$ cat config.mk
export PLATFORM = sky130hd
export DESIGN_NAME = motor_pwm_drv
export DESIGN_NICKNAME = d
export VERILOG_FILES = /design/src/rtl/motor_pwm_drv_pkg.sv /design/src/rtl/motor_pwm_drv_pwm_gen.sv /design/src/rtl/motor_pwm_drv.sv
export SDC_FILE = /design/constraint.sdc
export NUM_CORES = 1
export LEC_CHECK = 0
export CAP_MARGIN = 0
export CORE_AREA = 2 2 53 67
export CTS_CLUSTER_SIZE = 12
export DETAILED_ROUTE_END_ITERATION = 10
export DIE_AREA = 0 0 55 69
export GPL_TIMING_DRIVEN = 0
export SETUP_SLACK_MARGIN = 0.05
export SLEW_MARGIN = 20
export SYNTH_ARGS = -nofsm -noshare
export SYNTH_HDL_FRONTEND = slang
export SYNTH_SLANG_ARGS = --single-unit
$ cat constraint.sdc
create_clock -name clk -period 2.5 [get_ports clk]
set_input_delay 0.5 -clock clk [delete_from_list [all_inputs] [get_ports clk]]
set_output_delay 0.5 -clock clk [all_outputs]
set_load 0.1 [all_outputs]
$ cat src/rtl/motor_pwm_drv_pkg.sv
`default_nettype none
// ============================================================================
// Module      : motor_pwm_drv_pkg
// Description : Shared definitions for the H-bridge PWM driver.
//               - Drive-state encoding (RUN/STOP/DEAD/BRAKE).
//               - PWM period derived from the command width.
//               - The two-or-more-copies-faulty predicate, kept here so a
//                 future fault supervisor uses exactly the same rule.
// Revision    : 1.0 - initial release
// ============================================================================
package motor_pwm_drv_pkg;

    // Encoding is visible on state_o, so the values are fixed.
    typedef enum logic [1:0] {
        ST_RUN   = 2'd0,
        ST_STOP  = 2'd1,
        ST_DEAD  = 2'd2,
        ST_BRAKE = 2'd3
    } state_t;

    // Full-scale command equals the number of ticks per PWM period, so the
    // largest command yields 100% duty.
    function automatic int period_of(input int cmd_w);
        return (1 << cmd_w) - 1;
    endfunction

    // True when at least two TMR copies are flagged: the voter can no
    // longer mask the disagreement and the drive must not be trusted.
    function automatic logic fault_multi(input logic [2:0] f);
        return (f[0] & f[1]) | (f[0] & f[2]) | (f[1] & f[2]);
    endfunction

    // States in which the bridge legs may be energised.
    function automatic logic is_drive(input state_t s);
        return (s == ST_RUN) || (s == ST_STOP);
    endfunction

endpackage
`default_nettype wire

$ cat src/rtl/motor_pwm_drv_pwm_gen.sv
`default_nettype none
// ============================================================================
// Module      : motor_pwm_drv_pwm_gen
// Description : PWM timebase. A prescaler divides clk into ticks, a period
//               counter steps once per tick through 0..PER-1, and the
//               compare against the latched duty gives the raw PWM level.
// Ports       : clk, rst      - clock, asynchronous active-high reset
//               clr           - hold prescaler and period counter at 0
//               latch_en      - load latch_val into the duty register
//               latch_val     - duty value to load
//               pwm           - combinational compare cnt < duty
//               eop           - last clk of the current PWM period
// Revision    : 1.0 - initial release
// ============================================================================
module motor_pwm_drv_pwm_gen
    import motor_pwm_drv_pkg::*;
#(
    parameter int CMD_L   = 4,
    parameter int PWM_DIV = 4
) (
    input  logic             clk,
    input  logic             rst,
    input  logic             clr,
    input  logic             latch_en,
    input  logic [CMD_L-1:0] latch_val,
    output logic             pwm,
    output logic             eop
);

    localparam int PER  = period_of(CMD_L);
    localparam int PD_W = (PWM_DIV > 1) ? $clog2(PWM_DIV) : 1;
    localparam logic [PD_W-1:0]  PRESC_LAST = PD_W'(PWM_DIV - 1);
    localparam logic [CMD_L-1:0] CNT_LAST   = CMD_L'(PER - 1);

    logic [PD_W-1:0]  presc;
    logic [CMD_L-1:0] cnt;
    logic [CMD_L-1:0] duty_l;
    logic             tick;

    assign tick = (presc == PRESC_LAST);
    // eop is deliberately not gated by clr: the top derives clr from the
    // next state, which itself depends on eop.
    assign eop  = tick && (cnt == CNT_LAST);
    assign pwm  = (cnt < duty_l);

    always_ff @(posedge clk or posedge rst) begin
        if (rst) begin
            presc <= '0;
        end else if (clr || tick) begin
            presc <= '0;
        end else begin
            presc <= presc + 1'b1;
        end
    end

    always_ff @(posedge clk or posedge rst) begin
        if (rst) begin
            cnt <= '0;
        end else if (clr) begin
            cnt <= '0;
        end else if (tick) begin
            cnt <= (cnt == CNT_LAST) ? '0 : cnt + 1'b1;
        end
    end

    always_ff @(posedge clk or posedge rst) begin
        if (rst) begin
            duty_l <= '0;
        end else if (latch_en) begin
            duty_l <= latch_val;
        end
    end

endmodule
`default_nettype wire

$ cat src/rtl/motor_pwm_drv.sv
`default_nettype none
// ============================================================================
// Module      : motor_pwm_drv
// Description : H-bridge gate driver behind the DTMR majority voter.
//               Converts the voted speed command to PWM on the leg selected
//               by the current direction, sequences reversals through a
//               finish-period STOP and a DEAD gap, and brakes whenever two
//               or more TMR copies are flagged faulty.
// Ports       : clk, rst      - clock, asynchronous active-high reset
//               speed_cmd     - voted speed magnitude
//               dir_cmd       - voted direction, MSB only (1 = reverse)
//               fault         - per-copy fault flags
//               pwm_o         - registered raw PWM
//               leg_a_o       - forward leg gate
//               leg_b_o       - reverse leg gate
//               brake_o       - high while braking
//               state_o       - RUN=0, STOP=1, DEAD=2, BRAKE=3
// Revision    : 1.0 - initial release
// ============================================================================
module motor_pwm_drv
    import motor_pwm_drv_pkg::*;
#(
    parameter int CMD_L    = 4,
    parameter int PWM_DIV  = 4,
    parameter int DEAD_T   = 8,
    parameter int BRK_HOLD = 16
) (
    input  logic             clk,
    input  logic             rst,
    input  logic [CMD_L-1:0] speed_cmd,
    input  logic [CMD_L-1:0] dir_cmd,
    input  logic [2:0]       fault,
    output logic             pwm_o,
    output logic             leg_a_o,
    output logic             leg_b_o,
    output logic             brake_o,
    output logic [1:0]       state_o
);

    localparam int DT_W = $clog2(DEAD_T + 1);
    localparam int HD_W = $clog2(BRK_HOLD + 1);
    localparam logic [DT_W-1:0] DEAD_LAST = DT_W'(DEAD_T - 1);
    localparam logic [HD_W-1:0] HOLD_LAST = HD_W'(BRK_HOLD - 1);

    state_t           state;
    state_t           nxt;
    logic [DT_W-1:0]  dead_cnt;
    logic [HD_W-1:0]  hold_cnt;
    logic             cur_dir;
    logic             dir_req;
    logic             fault_hi;
    logic             dead_last;
    logic             hold_done;
    logic             drive_keep;
    logic             gen_clr;
    logic             gen_latch_en;
    logic [CMD_L-1:0] gen_latch_val;
    logic             gen_pwm;
    logic             gen_eop;
    logic             dir_lsbs_unused;

    assign dir_req         = dir_cmd[CMD_L-1];
    assign dir_lsbs_unused = ^dir_cmd;
    assign fault_hi        = fault_multi(fault);
    assign dead_last       = (state == ST_DEAD) && (dead_cnt == DEAD_LAST);
    assign hold_done       = (state == ST_BRAKE) && (fault == 3'b000) &&
                             (hold_cnt == HOLD_LAST);

    // ------------------------------------------------------------------
    // FSM: state register
    // ------------------------------------------------------------------
    always_ff @(posedge clk or posedge rst) begin
        if (rst) begin
            state <= ST_RUN;
        end else begin
            state <= nxt;
        end
    end

    // ------------------------------------------------------------------
    // FSM: next-state logic. Multi-copy fault overrides everything,
    // including a reversal already in progress.
    // ------------------------------------------------------------------
    always_comb begin
        nxt = state;
        if (fault_hi) begin
            nxt = ST_BRAKE;
        end else begin
            case (state)
                ST_RUN:   if (dir_req != cur_dir) nxt = ST_STOP;
                ST_STOP:  if (gen_eop)            nxt = ST_DEAD;
                ST_DEAD:  if (dead_last)          nxt = ST_RUN;
                ST_BRAKE: if (hold_done)          nxt = ST_DEAD;
                default:                          nxt = ST_RUN;
            endcase
        end
    end

    // ------------------------------------------------------------------
    // FSM: outputs decoded from the registered state
    // ------------------------------------------------------------------
    always_comb begin
        brake_o = (state == ST_BRAKE);
        state_o = state;
    end

    // ------------------------------------------------------------------
    // Sequencing counters and direction
    // ------------------------------------------------------------------
    // Counters run only inside their own state and are zero on entry,
    // since every path into DEAD/BRAKE passes through at least one other
    // state cycle.
    always_ff @(posedge clk or posedge rst) begin
        if (rst) begin
            dead_cnt <= '0;
        end else if (state == ST_DEAD) begin
            dead_cnt <= dead_cnt + 1'b1;
        end else begin
            dead_cnt <= '0;
        end
    end

    // Any nonzero fault bit restarts the fault-free streak.
    always_ff @(posedge clk or posedge rst) begin
        if (rst) begin
            hold_cnt <= '0;
        end else if ((state == ST_BRAKE) && (fault == 3'b000)) begin
            hold_cnt <= hold_cnt + 1'b1;
        end else begin
            hold_cnt <= '0;
        end
    end

    // Direction is re-sampled only at the end of the dead gap, so a
    // command that toggles back during STOP simply lands on the old value.
    always_ff @(posedge clk or posedge rst) begin
        if (rst) begin
            cur_dir <= 1'b0;
        end else if (dead_last && !fault_hi) begin
            cur_dir <= dir_req;
        end
    end

    // ------------------------------------------------------------------
    // PWM timebase control
    // ------------------------------------------------------------------
    // The timebase is held at zero while off and also on the cycle that
    // leaves DEAD, so RUN starts with prescaler and counter both at 0.
    assign gen_clr = !is_drive(state) || !is_drive(nxt);

    // Duty is loaded at period end while driving (speed in RUN, zero at
    // the end of STOP) and forced to zero throughout DEAD and BRAKE.
    assign gen_latch_en  = (gen_eop && is_drive(state)) || !is_drive(state);
    assign gen_latch_val = (state == ST_RUN) ? speed_cmd : '0;

    motor_pwm_drv_pwm_gen #(
        .CMD_L   (CMD_L),
        .PWM_DIV (PWM_DIV)
    ) u_pwm_gen (
        .clk       (clk),
        .rst       (rst),
        .clr       (gen_clr),
        .latch_en  (gen_latch_en),
        .latch_val (gen_latch_val),
        .pwm       (gen_pwm),
        .eop       (gen_eop)
    );

    // ------------------------------------------------------------------
    // Registered gate drive. Gating on both current and next state keeps
    // the legs off from the very first clk of DEAD or BRAKE.
    // ------------------------------------------------------------------
    assign drive_keep = is_drive(state) && is_drive(nxt);

    always_ff @(posedge clk or posedge rst) begin
        if (rst) begin
            pwm_o   <= 1'b0;
            leg_a_o <= 1'b0;
            leg_b_o <= 1'b0;
        end else begin
            pwm_o   <= drive_keep && gen_pwm;
            leg_a_o <= drive_keep && gen_pwm && !cur_dir;
            leg_b_o <= drive_keep && gen_pwm &&  cur_dir;
        end
    end

endmodule
`default_nettype wire

==> summary.txt, run 1 <==
Status
  – Run status: completed

Critical path
  – Crit. Startpoint: state_o[1]$_DFF_PP0_
  – CP peak stage delay: 1150 ps
  – Endpoint required time on the critical path: 2000 ps
  – Class of the most critical setup path: flop to primary output
  – Reg-to-reg critical path startpoint: u_pwm_gen.cnt[0]$_DFFE_PP0P_
  – Dominant delay contributor by cell family on the critical path: buffers and inverters
  – Maximum net fanout on the critical path: 4
  – Critical path buffer and inverter count: 1
  – Highest-delay cell along the critical path: sky130_fd_sc_hd__clkdlybuf4s50_1
  – Nature of the critical path endpoint: primary output
  – Startpoint type of the worst setup path: flop
  – Critical Path AT: 1810 ps
  – Cell-by-cell listing of the critical path: clkdlybuf4s50_1

Placement
  – Instance area at placement: 0.00143 mm2
  – Post-Place Cells: 169
  – Worst slack at placement: -30.2 ps
  – # port buffers: 15
  – Post-DP HPWL: 1630 um
  – Last weighted congestion value of the routability-driven placer: 0.758

Timing
  – Relative slew margins: 35.4%
  – WHS: 447 ps
  – Max-slew violation count: 0
  – Max Clock Freq: 433 MHz
  – Clock period minus final worst setup slack: 2310 ps
  – Transition time of the tightest slew-check pin: 967 ps
  – Worst Clk Skew: 6.17 ps
  – Period utilization: 92.4%
  – Smallest setup slack after layout: 189 ps
  – # setup viols final: 0
  – Endpoints failing hold: 0
  – Setup repair after global routing missed its margin: false
  – Accumulated negative setup slack: 0 ps

Die
  – Width of the die: 55 um
  – # IOs: 19
  – Die Y: 69 um
  – Core area: 0.00317 mm2
  – Number of rows in the core area: 23
  – Die area: 0.00380 mm2
  – Starting density of the core: 39.0%

Clock network
  – Library cell used as clock root buffer: sky130_fd_sc_hd__clkbuf_8
  – CTS HTree Levels: 1
  – Buffer count from post-CTS setup fixing: 0
  – Clock latency at the later pin of the worst-skew pair: 260 ps
  – Cts repair resizes: 3
  – CTS tree: yes
  – Hold-fix buffers at CTS: 0
  – Clock Path Buffers: 2
  – Clock transition time at the flip-flop clock pins of the worst setup and hold paths: 90 ps
  – Number of clock sinks: 25
  – Total clock buffers created by CTS: 3

GRT
  – Met3 track demand over resource: 1.95%
  – Grt met2 use: 21.8%
  – Busiest grt layer: met2
  – Global-route usage over all layers: 13.6%
  – Aggregate global routing overflow: 0
  – Vias in the first global route: 895
  – Largest net degree at the start of global routing: 26
  – First-pass GRT wire length: 3950 um
  – Met1 usage: 18.5%
  – Initial antenna violation count: 0

Pwr
  – Peak supply drop: 312 uV
  – Total power draw: 674 uW
  – P per Cell Area: 455 mW/mm2
  – LEAKAGE: 0.609 nW

Layout
  – Cell Count, Final, Fillers Out: 173
  – Final design instance area without fill: 0.00148 mm2
  – Core utilization of the finished layout: 46.7%
  – Area overhead of the layout relative to synthesis: 19.9%
  – Antenna diode count: 0
  – Fraction of final layout cells with drive strength greater than 1: 8.82%
  – Count of nets after finishing: 159

Yosys
  – Post-synthesis cell type with the largest combined area: sky130_fd_sc_hd__dfrtp_1
  – Count of mapped cells out of synthesis: 117
  – Async set-or-reset flop fraction in the synthesized netlist: 100%
  – Post-synthesis net count: 139
  – Share of Yosys cell area claimed by the top area cell type: 50.7%
  – Number of enable-type register cells in the synthesized netlist: 0
  – Warnings, synthesis: 0
  – Most used DFF post-synth: sky130_fd_sc_hd__dfrtp_1
  – Count leader, synth: sky130_fd_sc_hd__dfrtp_1
  – Number of different library cells in the post-synthesis netlist: 31
  – Cell types with the largest area share after synthesis: sky130_fd_sc_hd__dfrtp_1 (51%), sky130_fd_sc_hd__ha_1 (9.1%), sky130_fd_sc_hd__a21oi_1 (3.7%)
  – Most used standard cells in the synthesized netlist: sky130_fd_sc_hd__dfrtp_1 (25), sky130_fd_sc_hd__nor2_1 (10), sky130_fd_sc_hd__a21oi_1 (9), sky130_fd_sc_hd__ha_1 (9), sky130_fd_sc_hd__inv_1 (9)
  – Post-synthesis area per instance: 10.5 um2
  – Post-synth design cell area: 0.00123 mm2
  – Count of state elements after synthesis: 25
  – Part of the Yosys area used for sequential elements: 50.7%

Routing
  – Iteration-0 DRC count of the detailed router: 8
  – Drt drc: 0
  – Total length of routed wires: 2210 um
  – Total number of vias: 871
  – Average via count per standard cell: 5.03
  – Post-detailed-route count of antenna-violating nets: 0
  – DR pass1 iterations: 4
  – Average wire length per cell after detail routing: 12.8 um

Flow run
  – Number of maximum-capacitance constraint violations: 0

Worst hold path
  – Hold path start: u_pwm_gen.presc[0]$_DFF_PP0_
  – Worst min path class: flop to flop
metal layers:
metal	wire [um]	up-vias
li1	-	442
met1	1010	413
met2	1110	14
met3	72	2
met4	14	0
met5	0	-
logic make-up (layout without fill, tap and decap cells):
logic type	Yosys count	in the layout	share of synthesized area, %
XOR/XNOR	6	6	4.26
multiplexers	1	1	0.913
flip-flops	25	25	50.7
AO/OA/AOI/OAI	19	19	10.0
adder cells (fa/ha/maj)	10	10	10.0
AND/OR/NAND/NOR	43	43	18.9
buffers and inverters	13	32	5.17
flip-flops by register name, summed over array words and instances (netlist names):
register and cells:
cur_dir 1, dead_cnt 4, hold_cnt 5, leg_a_o 1, leg_b_o 1, pwm_o 1, state_o 2, u_pwm_gen.cnt 4
u_pwm_gen.duty_l 4, u_pwm_gen.presc 2
placed cells by master (no fill, tap or decap), drive strengths merged, types with 2 or more instances in the layout:
cell type,instances
nand3,4
nand3b,6
nand2,6
a2111o,2
xnor2,3
a21oi,9
a211oi,2
nand2b,3
xor2,3
clkinv,2
nand4,2
clkdlybuf4s50,14
buf,2
ha,9
nor2,10
dfrtp,25
and3,2
o21ai,2
clkbuf,5
inv,8
nor3,4
final timing paths:
check                           cells past startpoint                              end  slack, ps
worst max-delay path                                1                       state_o[1]        190
worst min-delay path                                1     u_pwm_gen.presc[0]$_DFF_PP0_        450
worst max register to register                      6                leg_b_o$_DFF_PP0_        820
worst min register to register                      1     u_pwm_gen.presc[0]$_DFF_PP0_        450
max in group asynchronous                           2  u_pwm_gen.duty_l[2]$_DFFE_PP0P_       1470
min in group asynchronous                           2     u_pwm_gen.presc[0]$_DFF_PP0_        610
layout make-up:
| type | instances | area [um2] |
|---|---|---|
| Fill cell | 321 | 1690 |
| Clock inverter | 1 | 5.00 |
| Timing Repair Buffer | 15 | 151 |
| Tap cell | 37 | 46.3 |
| Inverter | 9 | 33.8 |
| Buffer | 4 | 30.0 |
| Multi-Input combinational cell | 79 | 546 |
| Clock buffer | 3 | 41.3 |
| Sequential cell | 25 | 626 |
report_power, final:
part	internal (mW)	switching, mW
registers	0.406	0.00185
logic	0.0168	0.0149
clock network	0.111	0.123
Power figures use the tool's default switching activity.
==> inputs of run 2 (changes only) <==
--- a/config.mk
+++ b/config.mk
@@ -7,10 +7,12 @@
 export LEC_CHECK = 0
 export CAP_MARGIN = 0
 export CORE_AREA = 2 2 53 67
+export CTS_CLUSTER_DIAMETER = 100
 export CTS_CLUSTER_SIZE = 12
 export DETAILED_ROUTE_END_ITERATION = 10
 export DIE_AREA = 0 0 55 69
 export GPL_TIMING_DRIVEN = 0
+export PLACE_DENSITY_LB_ADDON = 0.25
 export SETUP_SLACK_MARGIN = 0.05
 export SLEW_MARGIN = 20
 export SYNTH_ARGS = -nofsm -noshare
==> run 2 against run 1 <==
Effect of this change:
- fmax fell by 0.27%
- highest routed layer unchanged
- critical endpoint unchanged
- largest cell class unchanged
- die area stayed put
- clock skew down 3.2 ps
- largest power group unchanged
==> summary.txt, run 2 (synthesized netlist as in run 1, its figures left out) <==
Clock network
  – Clock Path Buffers: 2
  – Clock transition time at the flip-flop clock pins of the worst setup and hold paths: 80 ps
  – Buffer count from post-CTS setup fixing: 0
  – Hold-fix buffers at CTS: 0
  – Number of clock sinks: 25
  – CTS HTree Levels: 1
  – CTS tree: yes
  – Library cell used as clock root buffer: sky130_fd_sc_hd__clkbuf_8
  – Cts repair resizes: 3
  – Total clock buffers created by CTS: 3
  – Clock latency at the later pin of the worst-skew pair: 260 ps

Die
  – Core area: 0.00317 mm2
  – Die Y: 69 um
  – Number of rows in the core area: 23
  – Width of the die: 55 um
  – # IOs: 19
  – Starting density of the core: 39.0%
  – Die area: 0.00380 mm2

Critical path
  – Endpoint required time on the critical path: 2000 ps
  – Critical Path AT: 1820 ps
  – Maximum net fanout on the critical path: 4
  – Reg-to-reg critical path startpoint: u_pwm_gen.cnt[0]$_DFFE_PP0P_
  – Nature of the critical path endpoint: primary output
  – Cell-by-cell listing of the critical path: clkdlybuf4s50_1
  – Reg2reg setup slack: 790 ps
  – Dominant delay contributor by cell family on the critical path: buffers and inverters
  – Class of the most critical setup path: flop to primary output
  – Reg2Reg Depth: 6
  – Destination of the worst register-to-register timing path: leg_b_o$_DFF_PP0_
  – CP peak stage delay: 1150 ps
  – Startpoint type of the worst setup path: flop
  – Highest-delay cell along the critical path: sky130_fd_sc_hd__clkdlybuf4s50_1
  – Critical path buffer and inverter count: 1

Placement
  – Instance area at placement: 0.00143 mm2
  – Post-DP HPWL: 1660 um
  – # port buffers: 15
  – Last weighted congestion value of the routability-driven placer: 0.748

Layout
  – Number of fillers in the final layout: 313
  – Top library cells by usage in the layout, fill and taps aside: sky130_fd_sc_hd__dfrtp_1 (25), sky130_fd_sc_hd__clkdlybuf4s50_1 (14), sky130_fd_sc_hd__nor2_1 (10)
  – Leading cell type in the layout, fill and taps excluded: sky130_fd_sc_hd__dfrtp_1
  – Final design instance area without fill: 0.00148 mm2
  – Fraction of final layout cells with drive strength greater than 1: 8.09%
  – Count of nets after finishing: 159
  – Core utilization of the finished layout: 46.7%
  – Antenna diode count: 0
  – Max reg flops: 5
  – Area overhead of the layout relative to synthesis: 19.8%
  – Register with the most flip-flops: hold_cnt

Routing
  – Max Used Layer: met4
  – Post-detailed-route count of antenna-violating nets: 0
  – DR WL met2: 1100 um
  – Drt drc: 0
  – DR pass1 iterations: 4
  – Total length of routed wires: 2160 um
  – Wire length on met1: 950 um
  – Iteration-0 DRC count of the detailed router: 9
  – Length of routed met3 wiring: 53 um
  – Total number of vias: 877
  – Average wire length per cell after detail routing: 12.5 um
  – Average via count per standard cell: 5.07

Timing
  – WHS: 443 ps
  – Worst Clk Skew: 3.02 ps
  – Clock period minus final worst setup slack: 2320 ps
  – Max Clock Freq: 432 MHz
  – Endpoints failing hold: 0
  – Relative slew margins: 35.4%
  – Max-slew violation count: 0
  – Setup repair after global routing missed its margin: false
  – Transition time of the tightest slew-check pin: 966 ps
  – Period utilization: 92.7%
  – # setup viols final: 0

Pwr
  – P per Cell Area: 457 mW/mm2
  – Peak supply drop: 299 uV
  – Total power draw: 675 uW
  – LEAKAGE: 0.610 nW

Worst hold path
  – Hold path start: u_pwm_gen.presc[0]$_DFF_PP0_
  – Worst min path class: flop to flop
  – Worst Hold Endpoint: u_pwm_gen.presc[0]$_DFF_PP0_
  – Number of cells on the worst hold path: 1

Status
  – Run status: completed

GRT
  – Aggregate global routing overflow: 0
  – Vias in the first global route: 951
  – Initial antenna violation count: 0
  – Largest net degree at the start of global routing: 26
  – Global-route usage over all layers: 14.0%
  – First-pass GRT wire length: 3990 um

Flow run
  – Number of maximum-capacitance constraint violations: 0
[run 2: changes by cell type in the layout (fill, tap and decap cells not counted)]
| cell | before | now |
|---|---|---|
| sky130_fd_sc_hd__clkinv_1 | 1 | 0 |
| sky130_fd_sc_hd__inv_1 | 8 | 9 |
| sky130_fd_sc_hd__clkbuf_1 | 2 | 3 |
| sky130_fd_sc_hd__clkinv_2 | 1 | 0 |
[run 2: power by group]
group / switching, mW / total, mW / internal (mW)
combinational: 0.0150 / 0.0318 / 0.0169
clock: 0.122 / 0.236 / 0.114
sequential: 0.00177 / 0.408 / 0.406
total: 0.139 / 0.675 / 0.537
[run 2: final cells by class]
cell class	count	area [um2]	area share, %
sequential	25	626	42.3
timing repair buffer	15	151	10.2
inverter	9	33.8	2.29
multi-input combinational	79	546	36.9
buffer	4	30.0	2.03
tap	37	46.3	3.13
clock buffer	4	45.0	3.05
[run 2: how the worst max path moves through the flow]
stage | end | start | cells after the start
CTS | state_o[1] | state_o[1]$_DFF_PP0_ | 1
global route | state_o[1] | state_o[1]$_DFF_PP0_ | 1
global placement | brake_o | state_o[0]$_DFF_PP0_ | 3
detailed placement | brake_o | state_o[0]$_DFF_PP0_ | 3
finish | state_o[1] | state_o[1]$_DFF_PP0_ | 1
floorplan | brake_o | state_o[0]$_DFF_PP0_ | 2
[run 2: per-layer routing]
metal / vias up / GRT usage (%)
li1: 440 / -
met1: 419 / 17.4
met2: 12 / 22.6
met3: 6 / 2.60
met4: 0 / 6.50
met5: - / 0
[run 2: per-stage QoR]
step           setup TNS, ps  instances  worst slack [ps]
3_3_place_gp           -20.6        169             -20.6
4_1_cts                    0        173               173
2_1_floorplan              0        117               279
6_report                   0        173               183
5_1_grt                    0        173               135
3_5_place_dp           -9.30        169             -9.30
[run 2: worst register-to-register path, cell delays in order (launching register included)]
cell	delay, ps
sky130_fd_sc_hd__dfrtp_1	420
sky130_fd_sc_hd__inv_1	80
sky130_fd_sc_hd__ha_1	250
sky130_fd_sc_hd__and4_4	200
sky130_fd_sc_hd__buf_6	130
sky130_fd_sc_hd__a211o_1	320
sky130_fd_sc_hd__a211oi_1	240
